--- src/rtl/inert_led_monitor.sv ---
// Board LED readout stage: selects one of NUM_CH signed channels and displays it
// live, as a block average, as a held peak, or frozen, through a saturating slice.
module inert_led_monitor #(
  parameter int NUM_CH   = 3,
  parameter int DATA_W   = 13,
  parameter int LED_W    = 8,
  parameter int LSB_SEL  = 1,
  parameter int AVG_LOG2 = 2,
  parameter bit SAT      = 1'b1,
  localparam int SEL_W   = (NUM_CH > 1) ? $clog2(NUM_CH) : 1
) (
  input  logic                     clk,
  input  logic                     rst,
  input  logic                     vld,
  input  logic [NUM_CH*DATA_W-1:0] data,
  input  logic [SEL_W-1:0]         ch_sel,
  input  logic [1:0]               mode,
  input  logic                     clr_pk,
  output logic [LED_W-1:0]         LED,
  output logic                     led_upd
);

  localparam int AW = DATA_W + AVG_LOG2;
  localparam logic signed [DATA_W-1:0] LED_MAX = DATA_W'(2**(LED_W-1) - 1);
  localparam logic signed [DATA_W-1:0] LED_MIN = ~LED_MAX;
  localparam logic signed [DATA_W-1:0] PK_MIN  = {1'b1, {(DATA_W-1){1'b0}}};

  typedef enum logic [1:0] {
    MODE_LIVE = 2'd0,
    MODE_AVG  = 2'd1,
    MODE_PEAK = 2'd2,
    MODE_FRZ  = 2'd3
  } mode_e;

  logic [LED_W-1:0]         r_led;
  logic                     r_upd;
  logic signed [AW-1:0]     r_acc;
  logic [AVG_LOG2-1:0]      r_cnt;
  logic signed [DATA_W-1:0] r_peak;
  logic [SEL_W-1:0]         r_sel_q;
  logic [1:0]               r_mode_q;

  mode_e                    w_mode;
  logic                     w_chg;
  logic signed [DATA_W-1:0] w_s;
  logic signed [AW-1:0]     w_acc_b;
  logic [AVG_LOG2-1:0]      w_cnt_b;
  logic signed [DATA_W-1:0] w_pk_b;
  logic signed [AW-1:0]     w_sum;
  logic signed [DATA_W-1:0] w_mean;
  logic signed [AW-1:0]     w_acc_nxt;
  logic [AVG_LOG2-1:0]      w_cnt_nxt;
  logic signed [DATA_W-1:0] w_peak_nxt;
  logic [LED_W-1:0]         w_led_nxt;
  logic                     w_load;

  function automatic logic [LED_W-1:0] disp(input logic signed [DATA_W-1:0] x);
    logic signed [DATA_W-1:0] y;
    y = x >>> LSB_SEL;
    if (SAT) begin
      if (y > LED_MAX)      y = LED_MAX;
      else if (y < LED_MIN) y = LED_MIN;
    end
    return y[LED_W-1:0];
  endfunction

  assign w_mode = mode_e'(mode);
  assign w_chg  = (ch_sel != r_sel_q) || (mode != r_mode_q);

  always_comb begin
    w_s = data[DATA_W-1:0];
    for (int unsigned k = 1; k < NUM_CH; k++) begin
      if (ch_sel == SEL_W'(k)) w_s = data[k*DATA_W +: DATA_W];
    end
  end

  // A config change clears state before this cycle's sample is applied, so a
  // coincident vld becomes the first sample of the new configuration.
  always_comb begin
    w_acc_b = w_chg ? '0 : r_acc;
    w_cnt_b = w_chg ? '0 : r_cnt;
    w_pk_b  = (w_chg || clr_pk) ? PK_MIN : r_peak;
    w_sum   = w_acc_b + {{AVG_LOG2{w_s[DATA_W-1]}}, w_s};
    w_mean  = DATA_W'(w_sum >>> AVG_LOG2);
  end

  always_comb begin
    w_acc_nxt  = w_acc_b;
    w_cnt_nxt  = w_cnt_b;
    w_peak_nxt = w_pk_b;
    w_led_nxt  = r_led;
    w_load     = 1'b0;
    if (vld) begin
      unique case (w_mode)
        MODE_LIVE: begin
          w_load    = 1'b1;
          w_led_nxt = disp(w_s);
        end
        MODE_AVG: begin
          if (w_cnt_b == '1) begin
            w_load    = 1'b1;
            w_led_nxt = disp(w_mean);
            w_acc_nxt = '0;
            w_cnt_nxt = '0;
          end else begin
            w_acc_nxt = w_sum;
            w_cnt_nxt = w_cnt_b + AVG_LOG2'(1);
          end
        end
        MODE_PEAK: begin
          if (w_s > w_pk_b) begin
            w_peak_nxt = w_s;
            w_load     = 1'b1;
            w_led_nxt  = disp(w_s);
          end
        end
        MODE_FRZ: ;
        default: ;
      endcase
    end
  end

  always_ff @(posedge clk or posedge rst) begin
    if (rst) begin
      r_led    <= '0;
      r_upd    <= 1'b0;
      r_acc    <= '0;
      r_cnt    <= '0;
      r_peak   <= PK_MIN;
      r_sel_q  <= '0;
      r_mode_q <= '0;
    end else begin
      r_led    <= w_led_nxt;
      r_upd    <= w_load;
      r_acc    <= w_acc_nxt;
      r_cnt    <= w_cnt_nxt;
      r_peak   <= w_peak_nxt;
      r_sel_q  <= ch_sel;
      r_mode_q <= mode;
    end
  end

  assign LED     = r_led;
  assign led_upd = r_upd;

endmodule

--- config.mk ---
export PLATFORM = sky130hd
export DESIGN_NAME = inert_led_monitor
export DESIGN_NICKNAME = d
export VERILOG_FILES = /design/src/rtl/inert_led_monitor.sv
export SDC_FILE = /design/constraint.sdc
export NUM_CORES = 1
export LEC_CHECK = 0
export CAP_MARGIN = 20
export CORE_MARGIN = 5
export CORE_UTILIZATION = 40
export DETAILED_ROUTE_END_ITERATION = 8
export GPL_TIMING_DRIVEN = 1
export PLACE_DENSITY = 0.6
export SKIP_CTS_REPAIR_TIMING = 1
export SYNTH_ARGS = -nofsm -noshare
export SYNTH_HDL_FRONTEND = slang
export SYNTH_SLANG_ARGS = --single-unit
--- constraint.sdc ---
create_clock -name clk -period 4.5 [get_ports clk]
set_input_delay 0.675 -clock clk [delete_from_list [all_inputs] [get_ports clk]]
set_output_delay 0.675 -clock clk [all_outputs]
set_load 0.01 [all_outputs]
* Yosys cells after proc, flatten, opt, wreduce, memory -nomap -nowiden
Index checks and enable logic that the tools add are counted.
Cells by class: reductions and logical operators 5, equal/unequal tests 9, mux-type cells 25, add/sub/neg operators 2, $lt $le $gt $ge 5
Operators with widths (count):
- 13-bit 2-to-1 mux | 6
- 15-bit 2-to-1 mux | 4
- 8-bit 2-to-1 mux | 6
- 12-bit by 8-bit greater-than comparator with 1-bit output, second input constant | 2
- 12-bit by 8-bit less-than comparator with 1-bit output, second input constant | 2
- 8-bit one-hot mux with 3 select lines | 1
- 15-bit adder | 1
- 13-bit greater-than comparator | 1
- 2-bit 2-to-1 mux | 4
- 2-bit equality test, second input constant | 3
- 2-bit by 1-bit equality test with 1-bit output, second input constant | 2
- 2-bit != test | 2
- 2-bit != test, second input constant | 2
- 4-bit AND reduction | 1
- 1-bit 2-to-1 mux | 3
- 1-bit one-hot mux with 3 select lines | 1
- 3-bit nonzero test | 1
- 2-bit by 1-bit adder with 2-bit output, second input constant | 1
- 2-bit logical NOT | 1
- 1-bit logical OR | 2
Storage, ports and cells: register bits after elaboration 43, input port bits 47

* Longest topological paths before layout
Gate-level depths: netlist of run 1.
depth after elaboration 9, mapped depth 17

* Least setup slack after synthesis of run 1
Ideal clock, no wire load.
kind input port to flip-flop, start in ch_sel[1], end reg r_led[1] (netlist: LED[1]), setup time 0.146 ns, slack 0.487 ns, arrival 3.867 ns, path buffers 3, stages 14, required time 4.354 ns, cell sequence buf_4 > buf_4 > buf_2 > mux2_2 > o21ai_0 > inv_1 > ha_1 > and3_1 > a221oi_2 > a211oi_1 > nor3_1 > nand4_1 > a21oi_4 > a221oi_1
Between the ends: longest elaborated chain between the ends 9, elaborated cells on any way between the ends 27, those cells by class 1 x add/sub; 5 x order compare; 6 x eq/ne; 12 x mux; 3 x reduce/logical
RTL lines:
- from (decl) | line 16 | input logic [SEL_W-1:0] ch_sel,
- 2-bit by 1-bit equality test with 1-bit output or 2-bit != test (tied branches) | line 73, 68
- 13-bit 2-to-1 mux or 1-bit logical OR (tied branches) | line 73, 68
- 13-bit 2-to-1 mux or 15-bit 2-to-1 mux (tied branches) | line 73, 80
- 15-bit adder | line 83 | w_sum = w_acc_b + {{AVG_LOG2{w_s[DATA_W-1]}}, w_s};
- 12-bit by 8-bit less-than comparator with 1-bit output | line 62 | else if (y < LED_MIN) y = LED_MIN;
- 8-bit 2-to-1 mux | line 62
- 8-bit 2-to-1 mux | line 61 | if (y > LED_MAX) y = LED_MAX;
- 8-bit 2-to-1 mux | line 100 | if (w_cnt_b == '1) begin
- 8-bit one-hot mux with 3 select lines | line 94 | unique case (w_mode)
- to (signal assigned) | line 133 | r_led <= w_led_nxt;
- to (decl) | line 35 | logic [LED_W-1:0] r_led;
Several ways; a longest one is shown, not always the timed one. The select of a mux whose other input is x is not followed. A chain may end at the register's enable or synchronous reset.

* Worst setup path in the final report of run 1
start in ch_sel[1], end reg r_led[3] (netlist: LED[3])
Same word-level chain as after synthesis.

==> results.json, run 1 <==
{
  "worst_path_max_delay_cell": "clkdlybuf4s50_1",
  "portBuffers": 55,
  "synth-main-ff-cell": "dfrtp_1",
  "path_clk_slew_ps": 90,
  "outcome": "finished clean",
  "vias": 3230,
  "max_stage_delay_ps": 500,
  "setup_viol": 0,
  "post_drt_wl_per_cell_um": 17.30,
  "end_kind": "flop",
  "synth_top_area_share_pct": 29.48,
  "hp-class": "reg -> reg",
  "io_pins": 56,
  "die_area_mm2": 0.01090,
  "numClockSinks": 43,
  "arrival_ps": 4500,
  "fmax_mhz": 231.9,
  "final_area_mm2": 0.004591,
  "dieWidth_um": 104.4,
  "hold_viol": 0,
  "synth_edf_count": 0,
  "placed_cell_area_mm2": 0.004453,
  "drt_iter0_markers": 151,
  "ys_types": 59,
  "htreeDepth": 2,
  "final.period_utilization_pct": 95.82,
  "seq_area_frac_synth_pct": 30.22,
  "dr.pass1.iters": 4,
  "ir_worst_vdd_mv": 0.1373,
  "yosysWarnings": 0,
  "drc": 0,
  "initial_core_util_pct": 40.88,
  "grt_max_degree": 44,
  "drv_cap": 0,
  "fillCellCount": 832,
  "vias_per_cell": 5.374,
  "leakage_uw": 0.002118,
  "rsz0062_at_grt": "false",
  "syn_to_final_growth_pct": 28.78,
  "path_max_fanout": 23,
  "clock_path_buffers": 2,
  "layout.nets": 568,
  "period_minus_slack_ps": 4312,
  "place_ws_ps": -333.3,
  "row_count": 34,
  "path_cells": "clkdlybuf4s50_1 > buf_12 > mux2_2 > o21ai_0 > inv_1 > ha_1 > a21o_1 > a221oi_2 > buf_4 > and4_1 > nor3_2 > nor4_4 > o21bai_1 > a221oi_1",
  "antenna_cells": 0,
  "ant_nets": 0,
  "gp_routability_congestion": 0.8960,
  "setup_slack_ps": 188.1,
  "cts_inserted_buffers": 5,
  "globalRouteTotalUtil_pct": 19.19,
  "cts_tree": "done",
  "ys_ff_latch": 43,
  "finClkSkew_ps": 6.012,
  "required_ps": 4690,
  "async_reset_ff_share_pct": 100.0,
  "power_uw": 1180,
  "wl_um": 10400,
  "max_slew_margin_pct": 59.43,
  "worstMarginPinSlew_ps": 600.7,
  "timing.hold.ws_ps": 524.0,
  "power_density_mw_per_mm2": 256.9,
  "fp.dieH_um": 104.4,
  "coreArea_mm2": 0.008721,
  "dp_hpwl_um": 8511,
  "critPathLaunchType": "primary input",
  "syn-num-nets": 487,
  "grt_pass1_vias": 3232,
  "synth_area_leaders": "dfrtp_1 29%, ha_1 9.8%, nand2_1 5.9%",
  "slew_violations": 0,
  "worstSetupPathType": "in -> reg",
  "clkLatencyLatePin_ps": 300,
  "root_buffer": "clkbuf_8",
  "overflow": 0,
  "syn-cell-area_mm2": 0.003565,
  "antenna_found_initial": 0,
  "avgSynthCellArea_um2": 8.673,
  "syn_inst": 411,
  "yosysTopAreaCell": "dfrtp_1",
  "drive_gt1_share_pct": 15.21,
  "grt_pass1_wl_um": 16990
}
## power by group
part           leakage (uW)  switching (uW)  internal (uW)  total, uW
clock             0.0000654             150            222        372
combinational       0.00150             188            188        376
sequential         0.000552            16.2            415        432
total               0.00212             354            825       1180
## metrics by stage
stage          utilization, %  setup TNS, ps  std cells
2_1_floorplan               -              0        411
3_3_place_gp            51.06          -1554        593
3_5_place_dp            51.06          -2190        593
4_1_cts                 52.58              0        601
5_1_grt                 52.64              0        601
6_report                52.64              0        601
## flip-flops by register name, indices dropped and copies added, names as in the netlist
signal,flops
led_upd,1
r_mode_q,2
r_peak,13
r_acc,15
r_cnt,2
r_sel_q,2
LED,8
## worst max-delay path, delay by kind of cell
kind | cells | cell delay (ps)
muxes | 1 | 340
buffers and inverters | 4 | 1050
and+or+nand+nor | 3 | 740
adders and majority gates | 1 | 340
AOI/OAI and AO/OA | 5 | 1350
## cells in the final DEF (no fill, tap or decap), drive strengths merged, types with 3 or more instances in the layout
| cell | n |
|---|---|
| nand2 | 57 |
| clkdlybuf4s50 | 55 |
| dfrtp | 42 |
| buf | 35 |
| o21ai | 33 |
| inv | 29 |
| ha | 28 |
| a21oi | 21 |
| o22ai | 15 |
| mux2i | 14 |
| nor2b | 12 |
| mux2 | 12 |
| nor2 | 11 |
| o21a | 11 |
| nor3 | 11 |
| a211oi | 10 |
| xnor2 | 9 |
| o21bai | 8 |
| xor2 | 8 |
| a221oi | 8 |
| nand2b | 7 |
| and2 | 6 |
| clkbuf | 6 |
| nand3 | 4 |
| nand4 | 4 |
| and3 | 4 |
| o211ai | 3 |
| nor4 | 3 |
## synth_stat cells (all sizes together) (2+ instances only)
cell type / count
nor2: 11
a211oi: 10
o21bai: 8
a21o: 2
o22ai: 15
a221oi: 8
clkbuf: 9
nand2: 57
o21ai: 33
inv: 30
nand4: 4
a21oi: 21
nor2b: 12
o21a: 11
buf: 7
dfrtp: 42
and3: 4
a211o: 2
nand3: 4
nor4: 3
and2: 6
nor3: 11
mux2i: 14
xnor2: 9
or3: 2
nand2b: 7
o211ai: 3
or2: 2
o21ba: 2
xor2: 8
ha: 28
mux2: 12
## per-layer routing
metal  part of all wire, %  global-route usage, %  routed length [um]
met5                     0                      0                   0
met4                   1.8                  5.828                 191
met3                   4.0                  3.042                 416
met2                    50                  33.17                5202
met1                    44                  24.45                4586
## final cells by class
class | instances | area [um2] | area share [%]
clock buffers | 6 | 72.57 | 1.581
clock inverters | 2 | 60.06 | 1.308
inverters | 30 | 112.6 | 2.453
multi-input cells | 322 | 2307 | 50.26
flip-flops and latches | 43 | 1077 | 23.47
well taps | 108 | 135.1 | 2.944
repair buffers | 90 | 825.8 | 17.99
## path summary, 6_finish.rpt
| path | slack [ps] | endpoint | cells after the start | start |
|---|---|---|---|---|
| max | 190 | LED[3] | 14 | ch_sel[1] |
| max in group asynchronous | 3290 | r_peak[12] | 3 | rst |
| min | 520 | LED[7] | 1 | LED[7] |
| min reg2reg | 520 | LED[7] | 1 | LED[7] |
| max reg2reg | 890 | LED[3] | 15 | r_sel_q[1] |
| min in group asynchronous | 810 | r_acc[8] | 3 | rst |
## cell families (layout without fill, tap and decap cells)
kind of cell    count (synthesis)  after routing  synth area share [%]
simple gates                  128            128                 18.32
buf+inv                        46            128                 5.195
xor+xnor                       17             17                 4.809
compound gates                122            122                 23.34
mux                            26             26                 7.722
fa+ha+maj                      29             29                 10.39
flops                          43             43                 30.22
Note: power is estimated with default switching activity, not from simulation.
==> inputs of run 2 (changes only) <==
--- a/config.mk
+++ b/config.mk
@@ -10,7 +10,6 @@
 export CORE_UTILIZATION = 40
 export DETAILED_ROUTE_END_ITERATION = 8
 export GPL_TIMING_DRIVEN = 1
-export PLACE_DENSITY = 0.6
 export SKIP_CTS_REPAIR_TIMING = 1
 export SYNTH_ARGS = -nofsm -noshare
 export SYNTH_HDL_FRONTEND = slang
==> constraint.sdc (replaced) <==
create_clock -name clk -period 4.3 [get_ports clk]
set_input_delay 0.645 -clock clk [delete_from_list [all_inputs] [get_ports clk]]
set_output_delay 0.645 -clock clk [all_outputs]
set_load 0.01 [all_outputs]
==> run 2 against run 1 <==
Net effect:
- combinational power is 11% higher
- setup slack better by 40 ps
- clock skew is 1.0 ps lower
- critical path type unchanged
- sequential power is 5.1% higher
- sequential share of layout area is 1.0 points lower
==> results.json, run 2 (same netlist as run 1, synthesis figures left out) <==
{
  "p_comb_share_pct": 33.2,
  "slew_violations": 0,
  "dr.pass1.iters": 4,
  "antenna_cells": 0,
  "grt_pass1_vias": 3340,
  "reg2reg_depth": 15,
  "initial_core_util_pct": 40.88,
  "path_clk_slew_ps": 90,
  "die_area_mm2": 0.01090,
  "p_sw_uw": 370.0,
  "finish.utilization_pct": 55.08,
  "fillCellCount": 833,
  "ant_nets": 0,
  "largest_reg_flops": 15,
  "wl_um": 10300,
  "finClkSkew_ps": 5.000,
  "cts_tree": "done",
  "seq_area_mm2": 0.001077,
  "worst_path_max_delay_cell": "clkdlybuf4s50_1",
  "grt_use_met2_pct": 33.62,
  "overflow": 0,
  "htreeDepth": 2,
  "grt_max_degree": 44,
  "multiInputGateArea_mm2": 0.002330,
  "placed_cell_area_mm2": 0.004636,
  "clkPwrFrac_pct": 30.6,
  "cts_inserted_buffers": 5,
  "clkLatencyLatePin_ps": 300,
  "hold_viol": 0,
  "worstMarginPinSlew_ps": 551.8,
  "root_buffer": "clkbuf_8",
  "io_pins": 56,
  "numClockSinks": 43,
  "seqPwrFrac_pct": 36.2,
  "r2r_slack_ps": 720,
  "power_density_mw_per_mm2": 261.2,
  "r2r-end": "LED[5]",
  "max_slew_margin_pct": 62.73,
  "setup_viol": 0,
  "fmax_mhz": 245.6,
  "critPathLaunchType": "primary input",
  "ir_worst_vdd_mv": 0.1376,
  "final.period_utilization_pct": 94.69,
  "end_kind": "flop",
  "clock_path_buffers": 2,
  "grt_busiest_layer": "met2",
  "path_cells": "clkdlybuf4s50_1 > buf_4 > xor2_2 > nor4_4 > buf_4 > nand2_1 > inv_1 > ha_1 > inv_1 > fa_1 > nor2b_1 > o21ai_1 > a211o_1 > o211ai_1 > nand4_1 > a21oi_4 > a221oi_1",
  "required_ps": 4470,
  "dp_hpwl_um": 8558,
  "outcome": "finished clean",
  "grt_use_met3_pct": 2.669,
  "path_max_fanout": 7,
  "drv_cap": 0,
  "r2r_start": "r_sel_q[1]",
  "globalRouteTotalUtil_pct": 19.32,
  "tns_ps": 0,
  "vias": 3320,
  "final_area_mm2": 0.004803,
  "drt_iter0_markers": 152,
  "internal_power_uw": 884.9,
  "gp_routability_congestion": 0.9212,
  "fp.dieH_um": 104.4,
  "worstSetupPathType": "in -> reg",
  "post_drt_wl_per_cell_um": 16.40,
  "final_common_cell": "buf_4",
  "syn_to_final_growth_pct": 34.75,
  "vias_per_cell": 5.287,
  "coreArea_mm2": 0.008721,
  "drive_gt1_share_pct": 19.62,
  "portBuffers": 55,
  "leakage_uw": 0.002238,
  "arrival_ps": 4240,
  "final_cell_mix": "62 x buf_4, 56 x nand2_1, 55 x clkdlybuf4s50_1, 42 x dfrtp_1",
  "period_minus_slack_ps": 4072,
  "layout.nets": 595,
  "drc": 0,
  "swShare_pct": 29.48,
  "use_met1_pct": 25.86,
  "dieWidth_um": 104.4,
  "setup.worst_path.start": "ch_sel[1]",
  "antenna_found_initial": 0,
  "top_register": "r_acc",
  "grt_pass1_wl_um": 17280,
  "cp-endpoint": "LED[5]",
  "max_stage_delay_ps": 420,
  "row_count": 34,
  "hp-class": "reg -> reg"
}
[run 2: cell type report]
cell class                      instances  share of cell area [%]
Sequential cell                        43                   22.43
Timing Repair Buffer                  117                   21.15
Tap cell                              108                   2.813
Inverter                               30                   2.344
Clock inverter                          2                   1.250
Multi-Input combinational cell        322                   48.50
Clock buffer                            6                   1.511
[run 2: power by group through the flow]
stage	Combinational [uW]	Clock, uW	Sequential (uW)
floorplan	212	0	463
global placement	409	0	462
detailed placement	413	0	462
CTS	415	391	454
global route	458	414	457
finish	417	384	454
[run 2: worst min-delay path by stage]
| stage | depth (start not counted) | startpoint | endpoint |
|---|---|---|---|
| after floorplan | 2 | r_acc[0] | r_acc[0] |
| after global placement | 2 | r_acc[13] | r_acc[13] |
| after detailed placement | 2 | r_acc[4] | r_acc[4] |
| after CTS | 2 | r_acc[4] | r_acc[4] |
| after global routing | 2 | r_acc[4] | r_acc[4] |
| final | 2 | r_peak[4] | r_peak[4] |
[run 2: stage by stage]
stage	setup WS, ps	instances	power (uW)	hold WS, ps
after global placement	-109.7	619	870.6	527.9
after CTS	130.6	627	1260	544.2
final	228.3	628	1255	541.5
after floorplan	316.7	411	675.6	505.0
after global routing	-65.22	628	1329	558.8
after detailed placement	-184.2	619	875.8	533.6
[run 2: critical path: cells and delay by family]
kind | cells | cell delay, ps
compound gates | 5 | 1140
xor+xnor | 1 | 150
fa+ha+maj | 2 | 540
buf+inv | 5 | 900
simple gates | 4 | 850
[run 2: routing by layer]
| layer | share of wire (%) | wire [um] |
|---|---|---|
| met1 | 47 | 4861 |
| met2 | 50 | 5185 |
| met3 | 1.8 | 187 |
| met5 | 0 | 0 |
| met4 | 0.63 | 65 |
==> inputs of run 3 (changes only) <==
--- a/config.mk
+++ b/config.mk
@@ -11,6 +11,7 @@
 export DETAILED_ROUTE_END_ITERATION = 8
 export GPL_TIMING_DRIVEN = 1
 export SKIP_CTS_REPAIR_TIMING = 1
+export SLEW_MARGIN = 30
 export SYNTH_ARGS = -nofsm -noshare
 export SYNTH_HDL_FRONTEND = slang
 export SYNTH_SLANG_ARGS = --single-unit
==> results of run 3 <==
Same layout as run 2: the final DEF is identical, and so are final timing and power.
